<file path="config.mk">
export PLATFORM = sky130hd
export DESIGN_NAME = seg7_scan_ctrl
export DESIGN_NICKNAME = d
export VERILOG_FILES = /design/src/rtl/seg7_scan_ctrl.sv
export SDC_FILE = /design/constraint.sdc
export NUM_CORES = 1
export LEC_CHECK = 0
export CAP_MARGIN = 0
export CORE_AREA = 5 5 79 88
export DETAILED_ROUTE_END_ITERATION = 7
export DIE_AREA = 0 0 84 93
export GPL_TIMING_DRIVEN = 1
export MAX_ROUTING_LAYER = met4
export PLACE_DENSITY = 0.82
export SYNTH_ARGS = -nofsm -noshare
export SYNTH_HDL_FRONTEND = slang
export SYNTH_SLANG_ARGS = --single-unit
</file>
<file path="constraint.sdc">
create_clock -name clk -period 4.9 [get_ports clk]
set_clock_uncertainty 0.2 [all_clocks]
set_input_delay 1.225 -clock clk [delete_from_list [all_inputs] [get_ports clk]]
set_output_delay 1.225 -clock clk [all_outputs]
set_load 0.1 [all_outputs]
</file>
<file path="src/rtl/seg7_scan_ctrl.sv">
// rtl/seg7_scan_ctrl.sv - 8-digit multiplexed seven-segment controller with byte-lane display register
// Optional leading-zero blanking: define SEG7_LEADING_ZERO_BLANK_EN.
module seg7_scan_ctrl #(
    parameter int SCAN_DIV = 50000
) (
    input  logic        clk,
    input  logic        rst,
    input  logic [31:0] addr,
    input  logic [3:0]  we,
    input  logic [31:0] wdata,
    output logic [7:0]  dig_en,
    output logic [7:0]  seg
);
    localparam int DIV_W = (SCAN_DIV > 2) ? $clog2(SCAN_DIV) : 1;

    logic [31:0]      disp;
    logic [DIV_W-1:0] div;
    logic [2:0]       idx;
    logic             tick;
    logic [3:0]       nib;
    logic [7:0]       dec;
    logic             blank;

    // The bridge has already decoded the address; it is kept only for port compatibility.
    logic unused_addr;
    assign unused_addr = ^addr;

    assign tick = (div == DIV_W'(SCAN_DIV - 1));
    assign nib  = disp[{idx, 2'b00} +: 4];

    always_comb begin
        dec = 8'hFF;
        case (nib)
            4'h0: dec = 8'hC0;
            4'h1: dec = 8'hF9;
            4'h2: dec = 8'hA4;
            4'h3: dec = 8'hB0;
            4'h4: dec = 8'h99;
            4'h5: dec = 8'h92;
            4'h6: dec = 8'h82;
            4'h7: dec = 8'hF8;
            4'h8: dec = 8'h80;
            4'h9: dec = 8'h90;
            4'hA: dec = 8'h88;
            4'hB: dec = 8'h83;
            4'hC: dec = 8'hC6;
            4'hD: dec = 8'hA1;
            4'hE: dec = 8'h86;
            4'hF: dec = 8'h8E;
            default: dec = 8'hFF;
        endcase
    end

`ifdef SEG7_LEADING_ZERO_BLANK_EN
    // A digit is a leading zero when it and everything above it is zero; digit 0 always shows.
    always_comb begin
        blank = (idx != 3'd0) && ((disp >> {idx, 2'b00}) == 32'd0);
    end
`else
    always_comb begin
        blank = 1'b0;
    end
`endif

    always_ff @(posedge clk) begin
        if (!rst) begin
            disp   <= 32'd0;
            div    <= '0;
            idx    <= 3'd0;
            dig_en <= 8'hFF;
            seg    <= 8'hFF;
        end else begin
            for (int i = 0; i < 4; i++) begin
                if (we[i]) begin
                    disp[8*i +: 8] <= wdata[8*i +: 8];
                end
            end
            if (tick) begin
                div <= '0;
                idx <= idx + 3'd1;
            end else begin
                div <= div + 1'b1;
            end
            // Both outputs come from the same idx/disp snapshot so they never disagree on digit.
            dig_en <= ~(8'b1 << idx);
            seg    <= blank ? 8'hFF : dec;
        end
    end
endmodule

</file>
After elaboration in Yosys (flattened, before gate mapping)
Memory sizes are Yosys's and may differ from the RTL's. A register that Yosys moved wholly into a read port is not among the register bits.
Cells that the tools add are included.
Widths: inputs -> output; s select.
{ "totals": {"mem_bits_ro": 112, "reg_bits": 67, "wordCells": 18, "in_bits": 70, "mem_count": 1, "output_inout_bits": 16} }
{ "mem_list": {"columns": ["memory", "depth", "word_bits", "read_ports", "rd_ports_with_merged_regs", "write_ports", "line_no", "rtl"], "rows": [
  ["(name not given)", 16, 7, 1, 1, 0, "33", "case (nib)"]
]} }
{ "op_classes": {"addsub": 2, "eq_ne": 1, "bitwise": 2, "n_reduce_logical": 2, "n_shift": 2} }
{ "op_table": {"columns": ["operator", "n"], "rows": [
  ["$shiftx 32x6->4", 1],
  ["$add 16x1->16 const B", 1],
  ["$eq 16x16->1 const B", 1],
  ["$not 8->8", 1],
  ["$shl 1x3->8 const A", 1],
  ["$add 3x1->3 const B", 1],
  ["$reduce_or 2->1", 1],
  ["$logic_not 1->1", 1],
  ["$not 1->1", 1]
]} }

Longest topological paths before layout
Gate-level depths: netlist of the first run.
{ "logic_depth": {"depth_word": 2, "mapped_depth": 8, "mapped_depth_nobuf": 7} }

Least setup slack after synthesis of the first run
Ideal clock, no wire load.
{ "synth_timing": {"path_type": "flip-flop to flip-flop", "from": "reg idx[1]", "to": "reg seg[3]", "path_buffers": 1, "path_slack_ns": 2.276, "path_stages_with_launch": 9, "t_required_ns": 4.564, "period_less_slack_ns": 2.624, "setup_time_ns": 0.136, "arrival_ns": 2.288, "cell_sequence": "dfxtp_1 > buf_4 > mux4_2 > mux2i_1 > inv_1 > ha_1 > a21boi_0 > a2111oi_0 > a31oi_1"} }
{ "synth_via": {"elab_chain_len": 1} }
{ "synth_rtl": {"columns": ["item", "line_no", "rtl"], "rows": [
  ["from (decl)", "18", "logic [2:0] idx;"],
  ["from (signal assigned)", "80", "idx <= idx + 3'd1;"],
  ["$shiftx 32x6->4", "29", "assign nib = disp[{idx, 2'b00} +: 4];"],
  ["to (decl)", "12", "output logic [7:0] seg"]
]} }
No other way between the ends.
A chain may end at the register's enable or synchronous reset.

Final worst setup path of the first run
{ "layout_timing": {"from": "in rst", "to": "reg seg[3]"} }
{ "layout_via": {"elab_chain_len": 1} }
{ "layout_rtl": {"columns": ["item", "line_no", "rtl"], "rows": [
  ["from (decl)", "7", "input logic rst,"],
  ["$logic_not 1->1 (no source line)", null, null]
]} }
No other way between the ends.

==> results of run 1 <==
==> critical path: stages <==
cell and delay, ps:
clkdlybuf4s50_1 740, inv_1 650, a2111oi_0 580, a31oi_1 80
==> layer usage <==
layer,global-route usage,vias up
met4,0.0684,0
met1,0.177,1018
met2,0.266,58
li1,-,1070
met3,0.0520,7
met5,-,-
==> sequential cells by signal, indices dropped and copies added (netlist names) <==
name and count:
seg 7, dig_en 8, disp 32, idx 3, div 16
==> kinds of logic (layout without fill, tap and decap cells) <==
| logic type | count (synthesis) | count (layout) | share of synthesized area |
|---|---|---|---|
| AOI/OAI and AO/OA | 17 | 17 | 0.0418 |
| xor gates and xnor gates | 16 | 16 | 0.0488 |
| adders and majority gates | 13 | 13 | 0.0566 |
| buffers and inverters | 26 | 78 | 0.0392 |
| DFF | 66 | 66 | 0.460 |
| muxes | 47 | 47 | 0.195 |
| other | 1 | 1 | 0.00131 |
| and+or+nand+nor | 101 | 101 | 0.157 |
==> layout by cell type, fill, tap and decap left out, types with 4 or more instances in the layout <==
master | synthesis | layout
dfxtp_1 | 66 | 66
nor2_1 | 56 | 56
clkdlybuf4s50_1 | 0 | 52
mux2i_1 | 38 | 38
nand2_1 | 15 | 15
ha_1 | 13 | 13
nand3_1 | 10 | 10
clkbuf_8 | 0 | 10
inv_1 | 9 | 9
xnor2_1 | 8 | 8
xor2_1 | 8 | 8
mux4_2 | 6 | 6
and3_1 | 4 | 4
nand4_1 | 4 | 4
==> power groups by stage <==
stage | clock network (mW) | registers, mW | logic [mW]
6_report | 0.408 | 0.572 | 0.162
5_1_grt | 0.450 | 0.574 | 0.173
4_1_cts | 0.423 | 0.571 | 0.163
3_5_place_dp | 0 | 0.584 | 0.162
3_3_place_gp | 0 | 0.583 | 0.160
2_1_floorplan | 0 | 0.626 | 0.0652
==> worst max path at each step <==
| stage | from | slack (ps) | endpoint | depth (start not counted) |
|---|---|---|---|---|
| global placement | rst | 1320 | seg[3] | 4 |
| global route | rst | 1360 | seg[3] | 4 |
| detailed placement | rst | 1250 | seg[3] | 4 |
| floorplan | idx[1] | 2280 | seg[3] | 8 |
| CTS | rst | 1620 | seg[3] | 4 |
| finish | rst | 1630 | seg[3] | 4 |
==> through the flow <==
stage / hold WS, ps / cell area (µm²) / setup WS [ps]
floorplan: 230 / 2870 / 2280
detailed placement: 258 / 3420 / 1250
global placement: 247 / 3420 / 1320
finish: 265 / 3600 / 1630
CTS: 275 / 3600 / 1620
global route: 311 / 3600 / 1360
==> cell type report <==
cell class              count  area, µm²
fillers                   515       2410
multi-input cells         195       1440
flip-flops and latches     66       1320
repair buffers             53        528
clock buffers              10        138
well taps                  80        100
clock inverters             6       41.3
inverters                   9       33.8
==> impl_metrics.py, run 1 <==
metrics = {
    "timing": {
        "rsz0062_at_grt": "no",
        "tightest_slew_ps": 1230,
        "setup_viol": 0,
        "fmax_mhz": 306,
        "final.setup.tns_ps": 0,
        "finalCriticalPeriod_ps": 3270,
        "slew_headroom": 0.179,
        "fin_crit_sh": 0.667,
        "finalMaxSlewViolations": 0,
        "hold_violations": 0,
    },
    "routing": {
        "post-route-drc-count": 0,
        "met1_length_um": 2490,
        "vias_per_cell": 5.14,
        "wl_met3_um": 281,
        "post_drt_wl_per_cell_um": 13.4,
        "dr_wl_met2_um": 2780,
        "top_layer": "met4",
        "routed_wl_um": 5610,
        "postRouteAntennaNets": 0,
        "drt_iter0_drc": 72,
        "vias": 2153,
        "firstDrtPassIters": 4,
    },
    "global_route": {
        "grt_max_degree": 42,
        "antenna_found_initial": 0,
        "gr-total-overflow": 0,
        "grt_pass1_wl_um": 9540,
        "first_global_vias": 2161,
        "grt_use_total": 0.160,
    },
    "pwr": {
        "combPwrFrac": 0.142,
        "intPower_mw": 0.824,
        "ir_worst_vdd_uv": 224,
        "pwr-share-seq": 0.501,
        "design_power_total_mw": 1.14,
        "powerDensity_nw_per_um2": 317,
        "switching_share": 0.278,
        "p_clk_frac": 0.358,
        "switchingPower_mw": 0.318,
        "p_leak_nw": 1.47,
    },
    "setup_path": {
        "worstRegToRegCells": 7,
        "crit_type": "in -> reg",
        "cp.arrival_ps": 3270,
        "required_ps": 4910,
        "cp_max_fo": 41,
        "critPathCaptureType": "flip-flop",
        "worstReg2RegEnd": "seg[3]",
        "rrSetupSlack_ps": 1760,
        "r2r_start": "idx[1]",
        "crit_path_start_kind": "input pin",
    },
    "logic_synthesis": {
        "post-synth-top-count-cell": "dfxtp_1",
        "synth_top_cell_by_area": "dfxtp_1",
        "synth-seq-cells": 66,
        "yosysTopAreaCellShare": 0.460,
        "synth_area_leaders": "dfxtp_1 46%, mux2i_1 13%, nor2_1 7.3%",
        "synth_cells": 287,
        "synth.avg_cell_area_um2": 10.0,
        "synth_ff_type": "dfxtp_1",
        "async_reset_ff_frac": 0,
        "syn_nets": 370,
        "ys_seq_area_frac": 0.460,
        "synthTopCellsByCount": "66 x dfxtp_1, 56 x nor2_1, 38 x mux2i_1",
        "netlist_area_um2": 2870,
        "synth.distinct_cells": 37,
        "yosys_warnings": 0,
        "synth_edf_count": 0,
    },
    "min_path": {
        "hp-start": "div[0]",
        "min_to": "div[0]",
        "hold_path_depth": 1,
        "hold_path.class": "reg -> reg",
    },
    "clock_tree": {
        "ctsHoldBuffers": 0,
        "post_cts_buffers": 0,
        "cts_tree": "built",
        "clock_latency_ps": 340,
        "htreeDepth": 3,
        "cts_resized": 0,
        "clkTransAtPathRegs_ps": 70,
        "cts-buffers-inserted": 9,
        "root_buffer": "clkbuf_8",
        "clock_sinks": 66,
        "cts_buffer_depth": 2,
    },
    "place": {
        "gp_congestion": 0.824,
        "hpwl_um": 4140,
        "dp.cells": 403,
        "io_buffers": 52,
    },
    "layout": {
        "nets": 417,
        "stdcell_count": 419,
        "fin_util": 0.599,
        "diodes": 0,
        "drive_gt1_frac": 0.0796,
        "area_delta_synth_final_pct": 25.4,
    },
    "floorplanning": {
        "fp.coreArea_um2": 6010,
        "rows": 30,
        "die_area_um2": 7810,
        "die_y_um": 93,
        "pin_count": 86,
        "chipWidth_um": 84,
        "initial_core_util": 0.478,
    },
    "job": {
        "max_cap_violations": 0,
    },
    "outcome": {
        "status": "complete, no violations",
    },
}
(Power assumes the default switching activity.)
==> inputs of run 2 (changes only) <==
CORE_AREA = 5 5 81 90   (was 5 5 79 88)
DIE_AREA = 0 0 86 95   (was 0 0 84 93)
PLACE_DENSITY = 0.79   (was 0.82)
clock period = 3.4 ns   (was 4.9 ns; I/O delays follow)
==> impl_metrics.py, run 2 (synthesis gave the netlist of run 1 again) <==
metrics = {
    "global_route": {
        "antenna_found_initial": 0,
        "grt_use_total": 0.155,
        "gr-total-overflow": 0,
        "first_global_vias": 2083,
        "grt_pass1_wl_um": 9650,
        "grt_max_degree": 37,
    },
    "routing": {
        "drt_iter0_drc": 157,
        "post-route-drc-count": 0,
        "firstDrtPassIters": 4,
        "routed_wl_um": 5740,
        "post_drt_wl_per_cell_um": 13.5,
        "vias_per_cell": 5.05,
        "vias": 2148,
        "postRouteAntennaNets": 0,
    },
    "layout": {
        "area_delta_synth_final_pct": 25.4,
        "stdcell_area_um2": 3600,
        "max_flop_register": "disp",
        "final_cell_mix": "66 x dfxtp_1, 56 x nor2_1, 38 x mux2i_1, 37 x clkdlybuf4s50_1, 20 x buf_4",
        "layout.cells.most_common": "dfxtp_1",
        "drive_gt1_frac": 0.125,
        "seq_area_um2": 1320,
        "largest_register_ffs": 32,
        "top_regs": "disp: 32 flops, div: 16 flops, dig_en: 8 flops",
        "multi_input_area_um2": 1440,
        "diodes": 0,
        "fill_cells": 564,
        "nets": 421,
    },
    "clock_tree": {
        "clock_sinks": 66,
        "cts_resized": 0,
        "cts_buffer_depth": 2,
        "clkTransAtPathRegs_ps": 70,
        "cts_tree": "built",
        "root_buffer": "clkbuf_8",
        "ctsHoldBuffers": 0,
        "cts-buffers-inserted": 9,
        "clock_latency_ps": 340,
        "post_cts_buffers": 0,
        "htreeDepth": 3,
    },
    "place": {
        "hpwl_um": 4150,
        "io_buffers": 52,
        "placed_cell_area_um2": 3420,
        "gp_congestion": 0.835,
        "pre_cts_ws_ps": 671,
    },
    "setup_path": {
        "cp.arrival_ps": 2740,
        "worstReg2RegEnd": "seg[3]",
        "cp.buffers_inverters": 2,
        "required_ps": 3390,
        "crit_slowest_cell": "dfxtp_1",
        "r2r_start": "idx[0]",
        "rrSetupSlack_ps": 650,
        "crit_path_cell_trace": "mux4_2 > mux2i_1 > buf_4 > inv_1 > ha_1 > a21boi_0 > a2111oi_0 > a31oi_1",
        "cp_slowest_stage_delay_ps": 590,
        "crit_path_start_kind": "flip-flop",
        "critPathTopFamily": "multiplexers",
        "crit_type": "reg -> reg",
        "cp_max_fo": 8,
        "worstRegToRegCells": 8,
        "critPathCaptureType": "flip-flop",
    },
    "floorplanning": {
        "rows": 31,
        "chipWidth_um": 86,
        "fp.coreArea_um2": 6400,
        "initial_core_util": 0.449,
        "pin_count": 86,
        "die_area_um2": 8170,
        "die_y_um": 95,
    },
    "timing": {
        "rsz0062_at_grt": "no",
        "hold_violations": 0,
        "finalMaxSlewViolations": 0,
        "fmax_mhz": 363,
        "slew_headroom": 0.672,
        "tightest_slew_ps": 482,
        "finalCriticalPeriod_ps": 2750,
        "setup_viol": 0,
        "setup_slack_ps": 646,
        "final.setup.tns_ps": 0,
        "fin_crit_sh": 0.810,
    },
    "min_path": {
        "hold_path.class": "reg -> reg",
        "min_to": "div[0]",
        "hold_path_depth": 1,
        "hp-start": "div[0]",
    },
    "job": {
        "max_cap_violations": 0,
    },
    "pwr": {
        "ir_worst_vdd_uv": 272,
        "p_leak_nw": 1.49,
        "powerDensity_nw_per_um2": 469,
    },
    "outcome": {
        "status": "complete, no violations",
    },
}
-- run 2: worst max path at each step --
stage	startpoint	slack [ps]	endpoint	cells past startpoint
after CTS	idx[0]	640	seg[3]	8
after global placement	idx[0]	720	seg[3]	8
after global routing	idx[0]	470	seg[3]	8
final	idx[0]	650	seg[3]	8
after detailed placement	idx[0]	670	seg[3]	8
after floorplan	idx[1]	780	seg[3]	8
-- run 2: where the power goes --
part / internal (mW) / switching (mW)
Sequential: 0.808 / 0.0170
Clock: 0.341 / 0.289
Combinational: 0.0954 / 0.139
Total: 1.24 / 0.445
-- run 2: worst register-to-register path, delay by kind of cell (launching register included) --
family	cells	cell delay, ps
flip-flops	1	590
multiplexers	2	750
AO/OA/AOI/OAI	3	620
buffers and inverters	2	240
adder cells (fa/ha/maj)	1	200
-- run 2: layer usage --
metal | global-route usage | share of wire | vias up | routed length, µm
met5 | - | 0 | - | 0
met1 | 0.176 | 0.42 | 1008 | 2430
met3 | 0.0489 | 0.056 | 7 | 321
met2 | 0.256 | 0.51 | 57 | 2920
li1 | - | - | 1076 | -
met4 | 0.0580 | 0.013 | 0 | 72
-- run 2: layout make-up --
type / instances / area share
flip-flops and latches: 66 / 0.367
multi-input cells: 195 / 0.399
inverters: 9 / 0.00938
clock inverters: 4 / 0.0142
clock buffers: 12 / 0.0375
well taps: 82 / 0.0285
repair buffers: 57 / 0.144
-- run 2: metrics by stage --
stage / util / hold WS (ps) / total power [mW] / std cells
6_report: 0.563 / 265 / 1.69 / 425
5_1_grt: 0.563 / 290 / 1.76 / 425
4_1_cts: 0.563 / 271 / 1.71 / 425
3_5_place_dp: 0.534 / 255 / 1.08 / 409
3_3_place_gp: 0.534 / 245 / 1.07 / 409
2_1_floorplan: - / 230 / 0.996 / 287
==> inputs of run 3 (changes only) <==
clock period = 2.75 ns   (was 3.4 ns; I/O delays follow)
==> impl_metrics.py, run 3 (synthesis gave the netlist of run 1 again) <==
metrics = {
    "timing": {
        "tightest_slew_ps": 526,
        "finalMaxSlewViolations": 0,
        "fin_crit_sh": 0.939,
        "slew_headroom": 0.648,
        "final.setup.tns_ps": 0,
        "fmax_mhz": 387,
        "setup_viol": 0,
        "rsz0062_at_grt": "no",
        "finalCriticalPeriod_ps": 2580,
        "hold_violations": 0,
    },
    "clock_tree": {
        "post_cts_buffers": 0,
        "cts_resized": 0,
        "ctsHoldBuffers": 0,
        "clock_sinks": 66,
        "cts-buffers-inserted": 9,
        "htreeDepth": 3,
        "clock_latency_ps": 330,
        "root_buffer": "clkbuf_8",
        "cts_tree": "built",
        "cts_buffer_depth": 2,
        "clkTransAtPathRegs_ps": 70,
    },
    "global_route": {
        "gr-total-overflow": 0,
        "grt_use_total": 0.157,
        "grt_pass1_wl_um": 9780,
        "met3_usage": 0.0489,
        "busiest_layer": "met2",
        "first_global_vias": 2256,
        "grt.met1_usage": 0.176,
        "grt_max_degree": 22,
        "antenna_found_initial": 0,
        "use_met2": 0.262,
    },
    "pwr": {
        "p_leak_nw": 1.52,
        "p_clk_frac": 0.377,
        "combPwrFrac": 0.139,
        "intPower_mw": 1.56,
        "ir_worst_vdd_uv": 315,
        "switchingPower_mw": 0.547,
        "pwr-share-seq": 0.484,
        "switching_share": 0.260,
        "powerDensity_nw_per_um2": 580,
    },
    "routing": {
        "vias_per_cell": 5.01,
        "firstDrtPassIters": 4,
        "postRouteAntennaNets": 0,
        "post_drt_wl_per_cell_um": 13.4,
        "routed_wl_um": 5720,
        "vias": 2145,
        "drt_iter0_drc": 86,
        "post-route-drc-count": 0,
    },
    "layout": {
        "final_cell_mix": "66 x dfxtp_1, 56 x nor2_1, 38 x mux2i_1, 37 x clkdlybuf4s50_1, 23 x buf_4",
        "stdcell_count": 428,
        "max_flop_register": "disp",
        "largest_register_ffs": 32,
        "diodes": 0,
        "layout.cells.most_common": "dfxtp_1",
        "area_delta_synth_final_pct": 26.5,
        "top_regs": "disp: 32 flops, div: 16 flops, dig_en: 8 flops",
        "nets": 424,
        "drive_gt1_frac": 0.139,
    },
    "place": {
        "gp_congestion": 0.845,
        "dp.cells": 412,
        "io_buffers": 52,
        "hpwl_um": 4270,
    },
    "setup_path": {
        "worstReg2RegEnd": "seg[3]",
        "r2r_start": "idx[0]",
        "required_ps": 2800,
        "cp_max_fo": 6,
        "cp.arrival_ps": 2630,
        "worstRegToRegCells": 8,
        "rrSetupSlack_ps": 170,
        "crit_path_start_kind": "flip-flop",
        "crit_type": "reg -> reg",
        "critPathCaptureType": "flip-flop",
    },
    "floorplanning": {
        "die_y_um": 95,
        "chipWidth_um": 86,
        "die_area_um2": 8170,
        "fp.coreArea_um2": 6400,
        "rows": 31,
        "pin_count": 86,
        "initial_core_util": 0.449,
    },
    "min_path": {
        "hold_path_depth": 1,
        "min_to": "div[0]",
        "hp-start": "div[0]",
        "hold_path.class": "reg -> reg",
    },
    "job": {
        "max_cap_violations": 0,
    },
    "outcome": {
        "status": "complete, no violations",
    },
}
[run 3: routing by layer]
layer	wire, µm	part of all wire
met3	261	0.046
met5	0	0
met2	2800	0.49
met1	2580	0.45
met4	83	0.015
[run 3: worst max path at each step]
stage,slack (ps),from,end,cells past startpoint
after CTS,160,idx[0],seg[3],8
after global routing,50,idx[0],seg[3],8
final,170,idx[0],seg[3],8
after detailed placement,200,idx[0],seg[3],8
after global placement,210,idx[0],seg[6],7
after floorplan,130,idx[1],seg[3],8
[run 3: area by class of cell]
type,instances,area [µm²]
inverter,9,33.8
timing repair buffer,60,543
clock inverter,5,53.8
sequential,66,1320
tap,82,103
multi-input combinational,195,1440
fill,570,2770
clock buffer,11,141
[run 3: power by group through the flow]
stage | Sequential [mW] | Clock, mW | Combinational [mW]
6_report | 1.02 | 0.794 | 0.292
5_1_grt | 1.02 | 0.860 | 0.314
4_1_cts | 1.02 | 0.815 | 0.294
3_5_place_dp | 1.04 | 0 | 0.291
3_3_place_gp | 1.04 | 0 | 0.285
2_1_floorplan | 1.12 | 0 | 0.116
[run 3: critical path: stages (launching register included)]
cell and delay, ps:
dfxtp_1 430, buf_4 210, mux4_2 500, mux2_2 330
inv_1 150, ha_1 160, a21boi_0 220, a2111oi_0 110
a31oi_1 200
[run 3: through the flow]
step	area, µm²	total power [mW]	util	hold slack, ps	setup WS (ps)
final	3630	2.11	0.568	281	169
after global placement	3440	1.32	0.537	246	212
after global routing	3630	2.20	0.568	314	55.0
after CTS	3630	2.13	0.568	282	161
after detailed placement	3440	1.33	0.537	268	195
after floorplan	2870	1.23	-	230	126
